--- src/rtl/chip8_selftest.sv ---
// chip8_selftest: programmable checkpoint sequencer. Pulses an active-low reset
// to the design under test, counts cycles after release, and compares the
// observation bus against a table of (cycle, expected, mask) checkpoints.
// Handshake: cfg_we and start are accepted only when busy is low (IDLE or
// DONE); while busy they are dropped without effect, there is no back-pressure.
module chip8_selftest #(
  parameter int DATA_W       = 8,
  parameter int DEPTH        = 4,
  parameter int CYC_W        = 16,
  parameter int RESET_CYCLES = 1,
  parameter int STOP_ON_FAIL = 0,
  localparam int AW = (DEPTH > 1) ? $clog2(DEPTH) : 1,
  localparam int CW = $clog2(DEPTH + 1)
) (
  input  logic              CLOCK_50,
  input  logic              KEY0,
  input  logic              cfg_we,
  input  logic [AW-1:0]     cfg_addr,
  input  logic [CYC_W-1:0]  cfg_cycle,
  input  logic [DATA_W-1:0] cfg_expect,
  input  logic [DATA_W-1:0] cfg_mask,
  input  logic [CW-1:0]     num_checks,
  input  logic              start,
  input  logic [DATA_W-1:0] observe,
  output logic              dut_rst_n,
  output logic              busy,
  output logic              done,
  output logic              pass,
  output logic [CW-1:0]     fail_count,
  output logic [AW-1:0]     first_fail_idx,
  output logic [DATA_W-1:0] first_fail_value
);

  localparam int RW = (RESET_CYCLES > 1) ? $clog2(RESET_CYCLES) : 1;
  localparam logic [CW-1:0] DEPTH_C   = CW'(DEPTH);
  localparam logic [RW-1:0] RST_LAST  = RW'(RESET_CYCLES - 1);

  typedef enum logic [1:0] {S_IDLE, S_RESET, S_RUN, S_DONE} state_e;

  state_e              state_q, state_d;
  logic [RW-1:0]       rcnt_q, rcnt_d;
  logic [CYC_W-1:0]    cnt_q, cnt_d;
  logic [CW-1:0]       idx_q, idx_d;
  logic [CW-1:0]       num_q, num_d;
  logic [CW-1:0]       fail_q, fail_d;
  logic [AW-1:0]       ffi_q, ffi_d;
  logic [DATA_W-1:0]   ffv_q, ffv_d;
  logic                rst_n_q, rst_n_d;
  logic                busy_q, busy_d;
  logic                done_q, done_d;
  logic                pass_q, pass_d;
  logic                mismatch;

  // Checkpoint table: not reset, contents persist across runs and KEY0.
  logic [CYC_W-1:0]    cyc_tbl [DEPTH];
  logic [DATA_W-1:0]   exp_tbl [DEPTH];
  logic [DATA_W-1:0]   msk_tbl [DEPTH];

  // Table write port, only open while not busy.
  always_ff @(posedge CLOCK_50) begin
    if (KEY0 && cfg_we && (state_q == S_IDLE || state_q == S_DONE)) begin
      cyc_tbl[cfg_addr] <= cfg_cycle;
      exp_tbl[cfg_addr] <= cfg_expect;
      msk_tbl[cfg_addr] <= cfg_mask;
    end
  end

  // Next-state and next-output logic; every output is registered.
  always_comb begin
    state_d  = state_q;
    rcnt_d   = rcnt_q;
    cnt_d    = cnt_q;
    idx_d    = idx_q;
    num_d    = num_q;
    fail_d   = fail_q;
    ffi_d    = ffi_q;
    ffv_d    = ffv_q;
    rst_n_d  = rst_n_q;
    busy_d   = busy_q;
    done_d   = done_q;
    pass_d   = pass_q;
    mismatch = 1'b0;
    case (state_q)
      S_IDLE, S_DONE: begin
        rst_n_d = 1'b1;
        if (start) begin
          state_d = S_RESET;
          rcnt_d  = '0;
          cnt_d   = '0;
          idx_d   = '0;
          num_d   = (num_checks > DEPTH_C) ? DEPTH_C : num_checks;
          fail_d  = '0;
          ffi_d   = '0;
          ffv_d   = '0;
          rst_n_d = 1'b0;
          busy_d  = 1'b1;
          done_d  = 1'b0;
          pass_d  = 1'b0;
        end
      end
      S_RESET: begin
        if (rcnt_q == RST_LAST) begin
          state_d = S_RUN;
          cnt_d   = '0;
          rst_n_d = 1'b1;
        end else begin
          rcnt_d = rcnt_q + RW'(1);
        end
      end
      S_RUN: begin
        if (cnt_q != {CYC_W{1'b1}}) cnt_d = cnt_q + CYC_W'(1);
        if (idx_q >= num_q) begin
          // Only reachable with an empty table: one RUN cycle, then pass.
          state_d = S_DONE;
          busy_d  = 1'b0;
          done_d  = 1'b1;
          pass_d  = (fail_q == '0);
        end else if (cnt_q >= cyc_tbl[idx_q[AW-1:0]]) begin
          mismatch = |((observe ^ exp_tbl[idx_q[AW-1:0]]) & msk_tbl[idx_q[AW-1:0]]);
          idx_d    = idx_q + CW'(1);
          if (mismatch) begin
            if (fail_q != DEPTH_C) fail_d = fail_q + CW'(1);
            if (fail_q == '0) begin
              ffi_d = idx_q[AW-1:0];
              ffv_d = observe;
            end
          end
          if ((idx_d == num_q) || (mismatch && (STOP_ON_FAIL != 0))) begin
            state_d = S_DONE;
            busy_d  = 1'b0;
            done_d  = 1'b1;
            pass_d  = (fail_d == '0);
          end
        end
      end
      default: state_d = S_IDLE;
    endcase
  end

  // State and output registers with synchronous active-low reset.
  always_ff @(posedge CLOCK_50) begin
    if (!KEY0) begin
      state_q <= S_IDLE;
      rcnt_q  <= '0;
      cnt_q   <= '0;
      idx_q   <= '0;
      num_q   <= '0;
      fail_q  <= '0;
      ffi_q   <= '0;
      ffv_q   <= '0;
      rst_n_q <= 1'b0;
      busy_q  <= 1'b0;
      done_q  <= 1'b0;
      pass_q  <= 1'b0;
    end else begin
      state_q <= state_d;
      rcnt_q  <= rcnt_d;
      cnt_q   <= cnt_d;
      idx_q   <= idx_d;
      num_q   <= num_d;
      fail_q  <= fail_d;
      ffi_q   <= ffi_d;
      ffv_q   <= ffv_d;
      rst_n_q <= rst_n_d;
      busy_q  <= busy_d;
      done_q  <= done_d;
      pass_q  <= pass_d;
    end
  end

  assign dut_rst_n        = rst_n_q;
  assign busy             = busy_q;
  assign done             = done_q;
  assign pass             = pass_q;
  assign fail_count       = fail_q;
  assign first_fail_idx   = ffi_q;
  assign first_fail_value = ffv_q;

endmodule

--- config.mk ---
export PLATFORM = sky130hd
export DESIGN_NAME = chip8_selftest
export DESIGN_NICKNAME = d
export VERILOG_FILES = /design/src/rtl/chip8_selftest.sv
export SDC_FILE = /design/constraint.sdc
export NUM_CORES = 1
export LEC_CHECK = 0
export CAP_MARGIN = 20
export CORE_ASPECT_RATIO = 1.1
export CORE_MARGIN = 5
export CORE_UTILIZATION = 50
export CTS_BUF_LIST = sky130_fd_sc_hd__clkbuf_16
export DETAILED_ROUTE_END_ITERATION = 10
export GPL_TIMING_DRIVEN = 0
export PLACE_DENSITY = 0.68
export SKIP_LAST_GASP = 1
export SYNTH_ARGS = -nofsm -noshare
export SYNTH_HDL_FRONTEND = slang
export SYNTH_SLANG_ARGS = --single-unit
--- constraint.sdc ---
create_clock -name CLOCK_50 -period 4.49 [get_ports CLOCK_50]
set_input_delay 1.1225 -clock CLOCK_50 [delete_from_list [all_inputs] [get_ports CLOCK_50]]
set_output_delay 1.1225 -clock CLOCK_50 [all_outputs]
set_load 0.1 [all_outputs]
Yosys cells after proc, flatten, opt, wreduce, memory -nomap -nowiden:

Memories as Yosys holds them, arrays and structs flattened. A register that Yosys moved wholly into a read port is not among the register bits.
Index checks and enable logic that the tools add are counted.

* bits in registers: 42
* RAM bits: 128
* input port bits: 49
* output and inout port bits: 17
* word-level logic and storage cells: 119
* memories kept: 3

* add/sub/neg operators: 4
* $lt $le $gt $ge: 3
* equal/unequal tests: 15
* multiplexer cells: 62
* bitwise gates (word level): 2
* reductions and logical operators: 18

Memory list
* cyc_tbl: words 4, width 16, rd ports 1, clocked after Yosys merged registers in 1, wr ports 1, RTL line 55 `logic [CYC_W-1:0] cyc_tbl [DEPTH];`
* exp_tbl: words 4, width 8, rd ports 1, clocked after Yosys merged registers in 1, wr ports 1, RTL line 56 `logic [DATA_W-1:0] exp_tbl [DEPTH];`
* msk_tbl: words 4, width 8, rd ports 1, clocked after Yosys merged registers in 1, wr ports 1, RTL line 57 `logic [DATA_W-1:0] msk_tbl [DEPTH];`

Operators with widths (count)
* $mux W16: 3
* $pmux W16 S3: 1
* $mux W8: 5
* $mux W3: 11
* $mux W2: 16
* $add A16 B1 Y16 const B: 1
* $ge A16 B16 Y1: 1
* $mux W1: 16
* $ne A16 B16 Y1 const B: 1
* $pmux W8 S2: 1
* $ne A2 B2 Y1 const B: 7
* $pmux W3 S2: 2
* $reduce_and A4 Y1: 3
* $pmux W1 S2: 5
* $ne A3 B3 Y1 const B: 3
* $and A8 B8 Y8: 1
* $reduce_or A8 Y1: 1
* $xor A8 B8 Y8: 1
* $add A3 B1 Y3 const B: 2
* $logic_not A3 Y1: 2
* $pmux W2 S3: 1
* $reduce_and A2 Y1: 3
* $reduce_and A6 Y1: 1
* $eq A2 B2 Y1 const B: 2
* other kinds (12): 14

Longest topological paths before layout:

Gate-level depths: netlist of run 1.

* word-level depth: 12
* depth in mapped cells: 13
* mapped depth without buffers: 11

Worst setup path after synthesis of run 1:

OpenSTA, ideal clock, no wires.

* path type: input -> register
* from: input port KEY0
* to: memory cyc_tbl[0][0], enable pin
* library setup time: 461 ps
* arrival: 3687 ps
* required time: 4029 ps
* path slack: 341 ps
* stages on the path: 3
* buffers on the path: 1
* cell sequence: clkbuf_1 > nand3_1 > nor3_1

* longest elaborated chain between the ends: 4

RTL lines
* start: declaration: RTL line 16 `input logic KEY0,`
* $logic_and A1 B1 Y1 (2 in a row): RTL line 61 `if (KEY0 && cfg_we && (state_q == S_IDLE || state_q == S_DONE)) begin`
* $mux W1: RTL line 61
* $mux W1 (implied by the code): RTL line 62 `cyc_tbl[cfg_addr] <= cfg_cycle;`
* end: declaration: RTL line 55

Every way passes these cells.

==> flow_metrics.env, run 1 <==
export IMPL_dr_pass1_iters=5
export IMPL_final_cells=806
export IMPL_crit_fanout=10
export IMPL_wl_per_cell_um=18.0
export IMPL_worst_ep_arrival_time_ps=4200
export IMPL_layout_drive_gt1_share_pct=12.4
export IMPL_fin_area_um2=8870
export IMPL_grt_total_usage_pct=17.5
export IMPL_critical_path_class="flop to flop"
export IMPL_dp_cells=774
export IMPL_rr_endpoint="first_fail_value[6]$_SDFFE_PN0P_"
export IMPL_rrSetupSlack_ps=610
export IMPL_post_cts_buffers=0
export IMPL_cts_root_buffer="clkbuf_16"
export IMPL_critPathCaptureType="flop"
export IMPL_power_frac_comb_pct=22.2
export IMPL_fillerInstances=1125
export IMPL_numPortBuffers=57
export IMPL_finalCriticalPeriod_ps=3880
export IMPL_h_tree_depth=4
export IMPL_drc=0
export IMPL_grt_pass1_vias=4451
export IMPL_clkTransAtPathRegs_ps=70
export IMPL_fp_dieW_um=126
export IMPL_fin_util_pct=61.6
export IMPL_syn_nets=593
export IMPL_rows=46
export IMPL_reg2reg_depth=12
export IMPL_die_h_um=137
export IMPL_dp_hpwl_um=10500
export IMPL_totalWireLength_um=14500
export IMPL_synth_cell_types=53
export IMPL_p_sw_share_pct=30.0
export IMPL_p_sw_mw=1.27
export IMPL_clk_latency_ps=430
export IMPL_diodes=0
export IMPL_gp_congestion=0.784
export IMPL_detail_route_iter0_violations=326
export IMPL_finalSetupViolCount=0
export IMPL_fin_ws_ps=612
export IMPL_hold_path_class="flop to flop"
export IMPL_ir_drop_v=0.000286
export IMPL_fmax_ghz=0.258
export IMPL_crit_required_ps=4810
export IMPL_avgSynthCellArea_um2=14.2
export IMPL_antenna_found_initial=0
export IMPL_finalNetCount=677
export IMPL_p_seq_share_pct=43.7
export IMPL_max_cap_viol_count=0
export IMPL_synth_edf_count=128
export IMPL_rsz0062_at_grt="false"
export IMPL_relSlewSlack_pct=33.9
export IMPL_finalHoldViolations=0
export IMPL_powerDensity_nw_per_um2=477
export IMPL_whs_endpoint="done$_SDFFE_PN0P_"
export IMPL_ys_warn_count=0
export IMPL_grt_ovfl_total=0
export IMPL_clock_sinks=171
export IMPL_ios=66
export IMPL_routed_via_density=5.40
export IMPL_syn_to_final_growth_pct=20.9
export IMPL_cts_max_path_buffers=2
export IMPL_start_util_pct=51.0
export IMPL_skew_ps=10.3
export IMPL_vias=4352
export IMPL_synth_seq_cells=171
export IMPL_post_cts_resized=0
export IMPL_core_um2=14400
export IMPL_grt_pass1_wl_um=22900
export IMPL_maxSlewViolCount=0
export IMPL_async_flop_share_pct=0
export IMPL_grt_max_degree=29
export IMPL_syn_area_um2=7340
export IMPL_p_clk_share_pct=34.1
export IMPL_status="finished, final reports clean"
export IMPL_worst_pin_slew_ps=988
export IMPL_worst_setup_path_start_kind="flop"
export IMPL_synth_seq_area_share_pct=64.1
export IMPL_ant_nets=0
export IMPL_cts_buffers=17
export IMPL_cts_tree="yes"
export IMPL_cts_hold_buf=0
export IMPL_syn_inst=517
export IMPL_hold_path_cell_count=2
export IMPL_p_leak_nw=3.16
export IMPL_placed_cell_area_um2=8280
export IMPL_finalCritPeriodShare_pct=86.4
export IMPL_synth_flop_cell="edfxtp_1"
export IMPL_hp_start="done$_SDFFE_PN0P_"
export IMPL_preCtsSetupSlack_ps=580
export IMPL_setup_tns_ps=0
export IMPL_p_int_mw=2.96
export IMPL_die_area_um2=17200
how the worst max path moves through the flow:
stage	start	end	slack [ps]	cells past startpoint
3_5_place_dp	flop	first_fail_value[6]$_SDFFE_PN0P_	580	12
3_3_place_gp	KEY0	cyc_tbl[0][3]$_DFFE_PP_	-1990	4
4_1_cts	flop	first_fail_value[6]$_SDFFE_PN0P_	560	12
5_1_grt	flop	first_fail_idx[0]$_SDFFE_PN0P_	400	12
2_1_floorplan	KEY0	cyc_tbl[0][0]$_DFFE_PP_	340	3
6_report	flop	first_fail_value[6]$_SDFFE_PN0P_	610	12
cells in the mapped netlist (12+ instances only):
| cell | instances | share of area [%] |
|---|---|---|
| nor2_1 | 24 | 1.2 |
| mux2i_1 | 12 | 1.6 |
| inv_1 | 31 | 1.6 |
| a21oi_1 | 12 | 0.82 |
| nor2b_1 | 15 | 1.3 |
| edfxtp_1 | 128 | 52 |
| mux4_2 | 16 | 4.9 |
| nand3_1 | 15 | 1.0 |
| xor2_1 | 41 | 4.9 |
| nand4_1 | 12 | 1.0 |
| ha_1 | 27 | 4.6 |
| nand2_1 | 22 | 1.1 |
| dfxtp_1 | 43 | 12 |
per-layer routing:
layer,GRT usage (%),part of all wire (%)
met5,0,0
met3,3.67,4.3
met4,7.23,2.1
met1,22.0,43
met2,29.8,51
power groups by stage:
stage	combinational (mW)	clock (mW)	sequential, mW
after global routing	1.02	1.55	1.86
after floorplan	0.510	0	2.04
after CTS	0.949	1.47	1.85
final	0.939	1.44	1.85
after detailed placement	0.943	0	1.88
after global placement	0.904	0	1.88
layout make-up:
type / count / area (um^2) / area share [%]
multi-input cells: 296 / 2430 / 27.5
inverters: 31 / 116 / 1.31
well taps: 192 / 240 / 2.71
repair buffers: 65 / 678 / 7.65
clock inverters: 15 / 161 / 1.82
plain buffers: 19 / 108 / 1.21
clock buffers: 17 / 425 / 4.80
flip-flops and latches: 171 / 4700 / 53.0
cells in the final DEF, fill, tap and decap left out, types with 3 or more instances in the layout:
master | netlist | final
o21ai_0 | 8 | 8
a211oi_1 | 3 | 3
buf_2 | 5 | 5
clkbuf_16 | 0 | 17
nor3_1 | 6 | 4
xnor2_1 | 7 | 7
a21boi_0 | 8 | 8
a31oi_1 | 3 | 3
buf_6 | 3 | 7
a21o_1 | 3 | 3
clkinv_4 | 0 | 4
nand3_1 | 15 | 15
mux4_2 | 16 | 16
nand4_1 | 12 | 12
edfxtp_1 | 128 | 128
o211ai_1 | 3 | 3
buf_4 | 2 | 3
mux2i_1 | 12 | 12
nand2b_1 | 3 | 3
nor3b_1 | 4 | 4
inv_1 | 31 | 32
ha_1 | 27 | 27
dfxtp_1 | 43 | 43
clkdlybuf4s50_1 | 0 | 57
a22oi_1 | 8 | 8
nand2_1 | 22 | 22
nor2b_1 | 15 | 15
xor2_1 | 41 | 41
or3_1 | 4 | 4
nor2_1 | 24 | 22
a21oi_1 | 12 | 12
inv_6 | 0 | 5
and2_1 | 9 | 9
clkbuf_1 | 9 | 9
cell families after synthesis:
kind of cell / count (synthesis) / share of synthesized area [%]
compound gates: 67 / 6.82
buf+inv: 50 / 3.05
flops: 171 / 64.1
mux: 28 / 6.55
simple gates: 126 / 9.14
fa+ha+maj: 27 / 4.60
xor+xnor: 48 / 5.73
sequential cells by signal (all words and copies together) (netlist names), named ones only:
signal / count
busy: 1
state_q: 2
dut_rst_n: 1
num_q: 3
cyc_tbl: 64
fail_count: 3
exp_tbl: 32
cnt_q: 16
idx_q: 3
pass: 1
done: 1
first_fail_idx: 2
msk_tbl: 32
first_fail_value: 8
worst max-delay path, stage by stage (launching register included):
cell      delay [ps]
dfxtp_1          310
clkbuf_1         450
clkbuf_1         550
mux4_2           420
ha_1             270
nand2b_1         140
a211oi_1         220
o211ai_1         130
a31oi_1          470
o32ai_2          250
nand2_4          260
mux2i_1          230
nor2b_1           60
stage by stage:
stage | hold slack [ps] | power, mW
3_5_place_dp | 459 | 2.83
3_3_place_gp | 458 | 2.79
5_1_grt | 501 | 4.42
6_report | 465 | 4.23
2_1_floorplan | 469 | 2.55
4_1_cts | 468 | 4.27
No activity file was read; power rests on OpenSTA's default activity.
==> run 2, diff against run 1 <==
--- a/config.mk
+++ b/config.mk
@@ -13,6 +13,7 @@
 export DETAILED_ROUTE_END_ITERATION = 10
 export GPL_TIMING_DRIVEN = 0
 export PLACE_DENSITY = 0.68
+export REMOVE_ABC_BUFFERS = 1
 export SKIP_LAST_GASP = 1
 export SYNTH_ARGS = -nofsm -noshare
 export SYNTH_HDL_FRONTEND = slang
==> run 2 against run 1 <==
  * Cell count is 1.4% lower
  * Non-clock buffer count is 10 lower
  * Final area is 0.18% lower
  * Highest routed layer unchanged
  * Largest cell class unchanged
  * Critical path type unchanged
  * Sequential share of layout area is 0.11 points higher
==> flow_metrics.env, run 2 (synthesis gave the netlist of run 1 again) <==
export IMPL_start_util_pct=51.0
export IMPL_hold_path_class="flop to flop"
export IMPL_critPathCaptureType="flop"
export IMPL_power_frac_comb_pct=21.4
export IMPL_vias=4299
export IMPL_p_sw_mw=1.23
export IMPL_layout_drive_gt1_share_pct=11.1
export IMPL_finalHoldViolations=0
export IMPL_critical_path_class="flop to flop"
export IMPL_die_area_um2=17200
export IMPL_worst_path_max_delay_cell="dfxtp_2"
export IMPL_cp_num_buf_inv=0
export IMPL_max_cap_viol_count=0
export IMPL_h_tree_depth=4
export IMPL_p_clk_share_pct=33.8
export IMPL_fmax_ghz=0.279
export IMPL_clkTransAtPathRegs_ps=70
export IMPL_placed_cell_area_um2=8270
export IMPL_die_h_um=137
export IMPL_ff_latch_area_um2=4710
export IMPL_cpPeakStageDelay_ps=790
export IMPL_ant_nets=0
export IMPL_p_seq_share_pct=44.8
export IMPL_cts_tree="yes"
export IMPL_numPortBuffers=65
export IMPL_fin_util_pct=61.5
export IMPL_p_int_mw=2.95
export IMPL_antenna_found_initial=0
export IMPL_fp_dieW_um=126
export IMPL_worst_setup_path_start_kind="flop"
export IMPL_multi_input_area_um2=2430
export IMPL_grt_max_degree=31
export IMPL_crit_required_ps=4800
export IMPL_grt_pass1_wl_um=23200
export IMPL_clk_latency_ps=420
export IMPL_powerDensity_nw_per_um2=473
export IMPL_status="finished, final reports clean"
export IMPL_cts_buffers=17
export IMPL_wl_per_cell_um=18.0
export IMPL_finalNetCount=667
export IMPL_rows=46
export IMPL_setup_tns_ps=0
export IMPL_rsz0062_at_grt="false"
export IMPL_skew_ps=8.59
export IMPL_grt_total_usage_pct=17.4
export IMPL_finalCritPeriodShare_pct=80.0
export IMPL_core_um2=14400
export IMPL_post_cts_resized=0
export IMPL_finalCriticalPeriod_ps=3590
export IMPL_cts_max_path_buffers=2
export IMPL_fillerInstances=1111
export IMPL_p_leak_nw=3.12
export IMPL_final_cell_mix="edfxtp_1 (128), clkdlybuf4s50_1 (65), dfxtp_1 (42)"
export IMPL_critical_path_top_delay_family="compound AO/OA/AOI/OAI gates"
export IMPL_cts_hold_buf=0
export IMPL_detail_route_iter0_violations=308
export IMPL_dp_hpwl_um=10000
export IMPL_relSlewSlack_pct=30.8
export IMPL_totalWireLength_um=14300
export IMPL_ir_drop_v=0.000258
export IMPL_cts_root_buffer="clkbuf_16"
export IMPL_crit_chain="mux4_2, ha_1, nand2b_1, a211oi_1, o211ai_1, a31oi_1, o32ai_2, nand2_4, mux2i_1, nor2b_1"
export IMPL_dr_pass1_iters=4
export IMPL_grt_ovfl_total=0
export IMPL_largest_reg_flops=64
export IMPL_syn_to_final_growth_pct=20.6
export IMPL_post_cts_buffers=0
export IMPL_layout_commonest_cell="edfxtp_1"
export IMPL_top_regs="cyc_tbl x64, exp_tbl x32, msk_tbl x32"
export IMPL_maxSlewViolCount=0
export IMPL_worst_pin_slew_ps=1030
export IMPL_drc=0
export IMPL_holdWs_ps=475
export IMPL_top_register="cyc_tbl"
export IMPL_p_sw_share_pct=29.5
export IMPL_ios=66
export IMPL_p_total_mw=4.18
export IMPL_fin_area_um2=8850
export IMPL_routed_via_density=5.41
export IMPL_finalSetupViolCount=0
export IMPL_gp_congestion=0.781
export IMPL_clock_sinks=171
export IMPL_grt_pass1_vias=4439
export IMPL_crit_fanout=21
export IMPL_worst_ep_arrival_time_ps=3900
export IMPL_diodes=0
[run 2: stage by stage]
step / std cells / worst slack, ps
CTS: 794 / 802
floorplan: 498 / 608
global placement: 755 / -2370
detailed placement: 763 / 669
global route: 795 / 524
finish: 795 / 900
[run 2: cell type report]
| class | instances | area share, % |
|---|---|---|
| Clock buffer | 17 | 4.81 |
| Clock inverter | 14 | 1.64 |
| Inverter | 31 | 1.31 |
| Multi-Input combinational cell | 296 | 27.5 |
| Sequential cell | 171 | 53.2 |
| Tap cell | 192 | 2.71 |
| Timing Repair Buffer | 74 | 8.86 |
[run 2: power groups by stage]
stage          Clock [mW]  Combinational (mW)  Sequential (mW)
6_report             1.42               0.896             1.87
3_3_place_gp            0               0.860             1.91
2_1_floorplan           0               0.473             2.05
3_5_place_dp            0               0.895             1.91
4_1_cts              1.44               0.900             1.88
5_1_grt              1.52               0.974             1.89
[run 2: tightest hold or removal path: stages (launching register included)]
cell and delay, ps:
dfxtp_1 310, nand2_1 50, a21boi_0 70
[run 2: worst paths after layout]
check / from / to / slack [ps] / depth (start not counted)
worst max-delay path: flop / first_fail_value[4]$_SDFFE_PN0P_ / 900 / 10
worst min-delay path: done$_SDFFE_PN0P_ / done$_SDFFE_PN0P_ / 470 / 2
worst max register to register: flop / first_fail_value[4]$_SDFFE_PN0P_ / 900 / 10
worst min register to register: done$_SDFFE_PN0P_ / done$_SDFFE_PN0P_ / 470 / 2
[run 2: routing by layer]
| metal | vias to the layer above | share of wire (%) | GRT usage, % |
|---|---|---|---|
| li1 | 2075 | - | - |
| met1 | 2118 | 45 | 23.0 |
| met2 | 85 | 50 | 28.3 |
| met3 | 21 | 3.9 | 4.41 |
| met4 | 0 | 1.6 | 6.02 |
| met5 | - | 0 | 0 |
